<file path="src/rtl/ps2_pkg.sv">
// Shared types and constants for the PS/2 scan-code receiver.
package ps2_pkg;

  localparam logic [7:0] PS2_EXT_PREFIX = 8'hE0;
  localparam logic [7:0] PS2_BRK_PREFIX = 8'hF0;

  typedef enum logic [1:0] {IDLE, DATA, PARITY, STOP} ps2_state_t;

  typedef struct packed {
    logic       ext;
    logic       brk;
    logic [7:0] code;
  } ps2_evt_t;

endpackage

</file>
<file path="src/rtl/ps2_evt_fifo.sv">
// Show-ahead synchronous FIFO: the head entry is visible on rdata while valid=1.
module ps2_evt_fifo #(
  parameter int DEPTH = 8,
  parameter int WIDTH = 10
) (
  input  logic             CLK,
  input  logic             RST_N,
  input  logic             push,
  input  logic [WIDTH-1:0] wdata,
  input  logic             pop_req,
  output logic             valid,
  output logic [WIDTH-1:0] rdata,
  output logic             ovf
);

  localparam int AW = $clog2(DEPTH);

  logic [AW:0]      wptr, rptr;
  logic [WIDTH-1:0] mem [DEPTH];
  logic             empty, full, pop, wr;

  // Extra pointer MSB distinguishes full from empty when the indices match.
  assign empty = (wptr == rptr);
  assign full  = (wptr[AW] != rptr[AW]) && (wptr[AW-1:0] == rptr[AW-1:0]);
  assign pop   = pop_req && !empty;
  assign wr    = push && (!full || pop);

  // NOTE: storage is not reset; the pointers alone define which entries are live.
  always_ff @(posedge CLK) begin
    if (wr) mem[wptr[AW-1:0]] <= wdata;
  end

  always_ff @(posedge CLK or negedge RST_N) begin
    if (!RST_N) begin
      wptr <= '0;
      rptr <= '0;
      ovf  <= 1'b0;
    end else begin
      if (wr)  wptr <= wptr + (AW+1)'(1);
      if (pop) rptr <= rptr + (AW+1)'(1);
      ovf <= push && full && !pop;
    end
  end

  assign valid = !empty;
  assign rdata = mem[rptr[AW-1:0]];

endmodule

</file>
<file path="src/rtl/ps2_scan_rx.sv">
// PS/2 keyboard receiver: filtered KCLK/KDATA, framing/parity/timeout checks,
// E0/F0 prefix resolution, and a small event FIFO toward the ASCII stage.
module ps2_scan_rx
  import ps2_pkg::*;
#(
  parameter int FILT_LEN    = 4,
  parameter int TIMEOUT_CYC = 100000,
  parameter int FIFO_DEPTH  = 8
) (
  input  logic       CLK,
  input  logic       RST_N,
  input  logic       KCLK,
  input  logic       KDATA,
  input  logic       RD,
  output logic       KVALID,
  output logic [7:0] KCODE,
  output logic       KEXT,
  output logic       KBREAK,
  output logic       PERR,
  output logic       TOERR,
  output logic       OVF
);

  localparam int FW = $clog2(FILT_LEN + 1);
  localparam int TW = $clog2(TIMEOUT_CYC + 1);

  // Index 0 carries KCLK, index 1 carries KDATA.
  logic [1:0]    meta, sync, filt;
  logic [FW-1:0] fcnt [2];
  logic          fe;

  // NOTE: sequential state uses non-blocking assignments so every flop samples pre-edge values.
  always_ff @(posedge CLK or negedge RST_N) begin
    if (!RST_N) begin
      meta <= 2'b11;
      sync <= 2'b11;
      filt <= 2'b11;
      fe   <= 1'b0;
      for (int i = 0; i < 2; i++) fcnt[i] <= '0;
    end else begin
      meta <= {KDATA, KCLK};
      sync <= meta;
      fe   <= filt[0] && !sync[0] && (fcnt[0] == FW'(FILT_LEN - 1));
      for (int i = 0; i < 2; i++) begin
        if (sync[i] == filt[i]) begin
          fcnt[i] <= '0;
        end else if (fcnt[i] == FW'(FILT_LEN - 1)) begin
          filt[i] <= sync[i];
          fcnt[i] <= '0;
        end else begin
          fcnt[i] <= fcnt[i] + FW'(1);
        end
      end
    end
  end

  ps2_state_t    state;
  logic [2:0]    bitcnt;
  logic [7:0]    shreg;
  logic          par_bit;
  logic [TW-1:0] tocnt;
  logic          ext_flag, brk_flag;
  logic          push;
  ps2_evt_t      push_evt, head;

  always_ff @(posedge CLK or negedge RST_N) begin
    if (!RST_N) begin
      state    <= IDLE;
      bitcnt   <= '0;
      shreg    <= '0;
      par_bit  <= 1'b0;
      tocnt    <= '0;
      ext_flag <= 1'b0;
      brk_flag <= 1'b0;
      PERR     <= 1'b0;
      TOERR    <= 1'b0;
      push     <= 1'b0;
      push_evt <= '0;
    end else begin
      PERR  <= 1'b0;
      TOERR <= 1'b0;
      push  <= 1'b0;

      if (state == IDLE || fe) begin
        tocnt <= '0;
      end else if (tocnt == TW'(TIMEOUT_CYC - 1)) begin
        tocnt    <= '0;
        state    <= IDLE;
        bitcnt   <= '0;
        shreg    <= '0;
        TOERR    <= 1'b1;
        ext_flag <= 1'b0;
        brk_flag <= 1'b0;
      end else begin
        tocnt <= tocnt + TW'(1);
      end

      if (fe) begin
        case (state)
          IDLE: begin
            if (!filt[1]) begin
              state  <= DATA;
              bitcnt <= '0;
            end
          end
          DATA: begin
            shreg  <= {filt[1], shreg[7:1]};
            bitcnt <= bitcnt + 3'd1;
            if (bitcnt == 3'd7) state <= PARITY;
          end
          PARITY: begin
            par_bit <= filt[1];
            state   <= STOP;
          end
          STOP: begin
            state <= IDLE;
            if (filt[1] && (^shreg ^ par_bit)) begin
              if (shreg == PS2_EXT_PREFIX) begin
                ext_flag <= 1'b1;
              end else if (shreg == PS2_BRK_PREFIX) begin
                brk_flag <= 1'b1;
              end else begin
                push     <= 1'b1;
                push_evt <= '{ext: ext_flag, brk: brk_flag, code: shreg};
                ext_flag <= 1'b0;
                brk_flag <= 1'b0;
              end
            end else begin
              PERR     <= 1'b1;
              ext_flag <= 1'b0;
              brk_flag <= 1'b0;
            end
          end
          default: state <= IDLE;
        endcase
      end
    end
  end

  ps2_evt_fifo #(
    .DEPTH (FIFO_DEPTH),
    .WIDTH ($bits(ps2_evt_t))
  ) u_fifo (
    .CLK     (CLK),
    .RST_N   (RST_N),
    .push    (push),
    .wdata   (push_evt),
    .pop_req (RD),
    .valid   (KVALID),
    .rdata   (head),
    .ovf     (OVF)
  );

  assign {KEXT, KBREAK, KCODE} = KVALID ? head : '0;

endmodule

</file>
<file path="config.mk">
export PLATFORM = sky130hd
export DESIGN_NAME = ps2_scan_rx
export DESIGN_NICKNAME = d
export VERILOG_FILES = /design/src/rtl/ps2_pkg.sv /design/src/rtl/ps2_evt_fifo.sv /design/src/rtl/ps2_scan_rx.sv
export SDC_FILE = /design/constraint.sdc
export NUM_CORES = 1
export LEC_CHECK = 0
export BUFFER_PORTS_ARGS = -buffer_cell sky130_fd_sc_hd__buf_4
export CORE_ASPECT_RATIO = 0.5
export CORE_UTILIZATION = 62
export DETAILED_ROUTE_END_ITERATION = 7
export GPL_TIMING_DRIVEN = 1
export PLACE_DENSITY = 0.79
export SYNTH_ARGS = -nofsm -noshare
export SYNTH_HDL_FRONTEND = slang
export SYNTH_SLANG_ARGS = --single-unit
</file>
<file path="constraint.sdc">
create_clock -name CLK -period 3.3 [get_ports CLK]
set_input_delay 0.33 -clock CLK [delete_from_list [all_inputs] [get_ports CLK]]
set_output_delay 0.33 -clock CLK [all_outputs]
set_load 0.05 [all_outputs]
</file>
==> metrics.yaml <==
outcome:
  outcome: "finished, final reports clean"
critical_path:
  crit_cells: 4
  cp_top_family: "simple AND/OR/NAND/NOR gates"
  cp-startpoint: "u_fifo.wptr[1]$_DFFE_PN0P_"
  cpPeakStageDelay_ns: 0.83
  worst_r2r_path_depth: 4
  cp_cell_sequence: "xor2_1, or3_1, o211ai_1, nor2_1"
  worstPathArrival_ns: 2.66
  crit_path_end_kind: "register"
  cpMaxStageDelayCell: "nor2_1"
  r2r_setup_slack_ns: 0.67
  reg2reg_from: "u_fifo.wptr[1]$_DFFE_PN0P_"
  cp-start-kind: "register"
  crit_path_end: "u_fifo.mem[5][8]$_DFFE_PP_"
  rr_endpoint: "u_fifo.mem[5][8]$_DFFE_PP_"
  path_max_fanout: 10
  path_buf_inv: 0
  cp_data_required_time_ns: 3.33
  path_class: "register to register"
clock_tree:
  holdBufCountCts: 0
  clk_latency_ns: 0.42
  cts_setup_buffers: 0
  clock-sinks: 148
  cts-resized-gates: 0
  cts_tree: "built"
  root_buffer: "clkbuf_16"
  cts_made_buffers: 17
  ctsHtreeMaxLevel: 4
  clk_pin_slew_ns: 0.06
  clk_path_buf_depth: 2
synth:
  synth_compound_area_share_pct: 4.41
  syn-cell-area_sq_um: 6360
  synth_ff_type: "edfxtp_1"
  synth.area.mux_share_pct: 11.2
  ys_seq_elements: 148
  synth.distinct_cells: 49
  synth_nets: 463
  synthSimpleGateAreaFrac_pct: 11.3
  syn_inst: 445
  yosys_warnings: 0
  synth_async_sr_flop_share_pct: 45.9
  yosysSeqAreaShare_pct: 64.7
  synthAdderAreaFrac_pct: 2.56
  synth_xor_area_share_pct: 3.39
  syn_avg_cell_area_sq_um: 14.3
  synth_edf_count: 80
  synth_top_family_by_area: "simple AND/OR/NAND/NOR gates"
timing:
  tns_ns: 0
  slew_headroom_pct: 24.1
  setup_violations: 0
  worst_slew_pin_slew_ns: 1.13
  period_minus_slack_ns: 2.63
  fin_skew_ns: 0.00941
  drv_slew: 0
  finalHoldViolCount: 0
  rsz0062_at_grt: "no"
  post-route-period-util_pct: 79.6
  max_freq_ghz: 0.381
layout:
  syn2layout_area_growth_pct: 13.5
  design_area_sq_um: 7220
  final_layout_size_suffix_gt1_share_pct: 20.6
  diodes: 0
  nNetsFinal: 485
routing:
  ant_nets: 0
  drtIter0Drc: 270
  dr.pass1.iters: 5
  totalWireLength_um: 12300
  wl_per_cell_um: 20.0
  viasPerCell: 6.08
  drc: 0
  dr_total_vias: 3742
global_routing:
  grt-ovfl-total: 0
  grt-busiest-layer: "met2"
  grt_usage_pct: 25.3
  use_met3_pct: 6.65
  gr-usage-met2_pct: 45.2
  grt_pass1_vias: 3762
  grt_max_degree: 69
  grt_pass1_wl_um: 19800
  grt_antenna_before_repair: 0
  use_met1_pct: 31.3
power_and_ir_drop:
  ir_drop_mv: 0.401
  finalPower_w: 0.00423
  p_leak_nw: 2.93
  p_per_area_nw_per_um2: 586
hold_path:
  hold_path_class: "primary input to asynchronous set/reset pin"
die:
  initial_core_util_pct: 65.5
  dieHeight_um: 73.6
  rows: 25
  floorplan.die_area_sq_um: 10700
  num_io_pins: 19
  die_x_um: 145
  core_area_sq_um: 9700
place:
  gp_congestion: 0.828
  hpwl_um: 7820
  portBuffers: 18
  place_area_sq_um: 6600
run:
  maxCapViolCount: 0
## synthesized netlist by cell type (2+ instances only)
cell type	n	area share, %
nand2_1	26	1.5
buf_2	6	0.47
buf_6	3	0.53
mux2i_1	10	1.6
dfrtp_1	62	24
nor2b_1	5	0.49
o211ai_1	3	0.35
clkbuf_1	11	0.65
inv_1	10	0.59
nor3b_1	3	0.35
and2_1	3	0.30
nand2b_1	12	1.2
mux4_2	20	7.1
or4_1	2	0.24
a21oi_1	23	1.8
and4_1	3	0.41
nand3_1	26	2.0
dfstp_2	6	2.5
xor2_1	14	1.9
nor2_1	26	1.5
edfxtp_1	80	38
or3_1	5	0.49
nand4_1	3	0.30
nor3_1	7	0.55
and3_1	6	0.59
ha_1	13	2.6
o31ai_1	3	0.35
nor4b_1	2	0.28
nor4_1	4	0.39
mux2_1	4	0.71
mux2_2	9	1.6
xnor2_1	8	1.1
o21ai_0	11	0.87
## worst min-delay path by stage
stage / startpoint / to / slack [ns]
2_1_floorplan: RST_N / PERR$_DFF_PN0_ / 0.03
3_3_place_gp: meta[1]$_DFF_PN1_ / sync[1]$_DFF_PN1_ / 0.35
3_5_place_dp: meta[1]$_DFF_PN1_ / sync[1]$_DFF_PN1_ / 0.35
4_1_cts: KCLK / meta[0]$_DFF_PN1_ / 0.01
5_1_grt: KDATA / meta[1]$_DFF_PN1_ / 0.01
6_report: RST_N / tocnt[16]$_DFF_PN0_ / 0.01
## stage by stage
stage	cells	worst slack [ns]	util (%)	hold WS [ns]
3_5_place_dp	582	0.509	68.1	0.348
2_1_floorplan	445	0.814	-	0.0344
6_report	615	0.673	74.4	0.0149
4_1_cts	614	0.467	74.3	0.00989
5_1_grt	615	0.609	74.4	0.00988
3_3_place_gp	582	0.699	68.1	0.346
## layout by cell type (no fill, tap or decap), types with 4 or more instances in the layout
cell type,n
inv_6,4
or3_1,5
nor2b_1,5
nor2_1,26
nand3_1,26
mux2_1,4
clkbuf_16,17
mux2_2,9
mux4_2,20
a21oi_1,23
xnor2_1,8
mux2i_1,10
dfstp_2,6
and3_1,6
ha_1,13
nand2_1,26
xor2_1,14
nor3_1,6
inv_1,10
edfxtp_1,80
o21ai_0,11
dfrtp_1,62
buf_4,24
nand2b_1,12
## state kept, by name, summed over array words and instances (netlist names), 2 cells and up
signal       count
u_fifo.mem      80
u_fifo.wptr      4
u_fifo.rptr      4
fcnt             6
push_evt        10
meta             2
tocnt           17
state            2
sync             2
filt             2
shreg            8
bitcnt           3
## power by group
part	internal [W]	switching (W)
Sequential	0.00200	0.0000703
Combinational	0.0000971	0.000116
Clock	0.00120	0.000750
Total	0.00329	0.000936
## layer usage
layer | share of wire (%) | vias up
met5 | 0 | -
met4 | 0.99 | 0
met3 | 5.0 | 17
met2 | 51 | 114
met1 | 43 | 1924
li1 | - | 1687
## cells by family (layout without fill, tap and decap cells)
| kind of cell | after synthesis | in the layout |
|---|---|---|
| flip-flops | 148 | 148 |
| multiplexers | 44 | 44 |
| AND/OR/NAND/NOR | 137 | 137 |
| XOR/XNOR | 23 | 23 |
| adder cells (fa/ha/maj) | 13 | 13 |
| AO/OA/AOI/OAI | 47 | 47 |
| buffers and inverters | 33 | 68 |
## area by class of cell
| cell class | count | area, sq um |
|---|---|---|
| Clock inverter | 14 | 175 |
| Sequential cell | 148 | 4110 |
| Multi-Input combinational cell | 264 | 2100 |
| Clock buffer | 18 | 429 |
| Tap cell | 135 | 169 |
| Inverter | 11 | 41.3 |
| Timing Repair Buffer | 25 | 185 |
| Fill cell | 589 | 2480 |
Note: power is estimated with default switching activity, not from simulation.
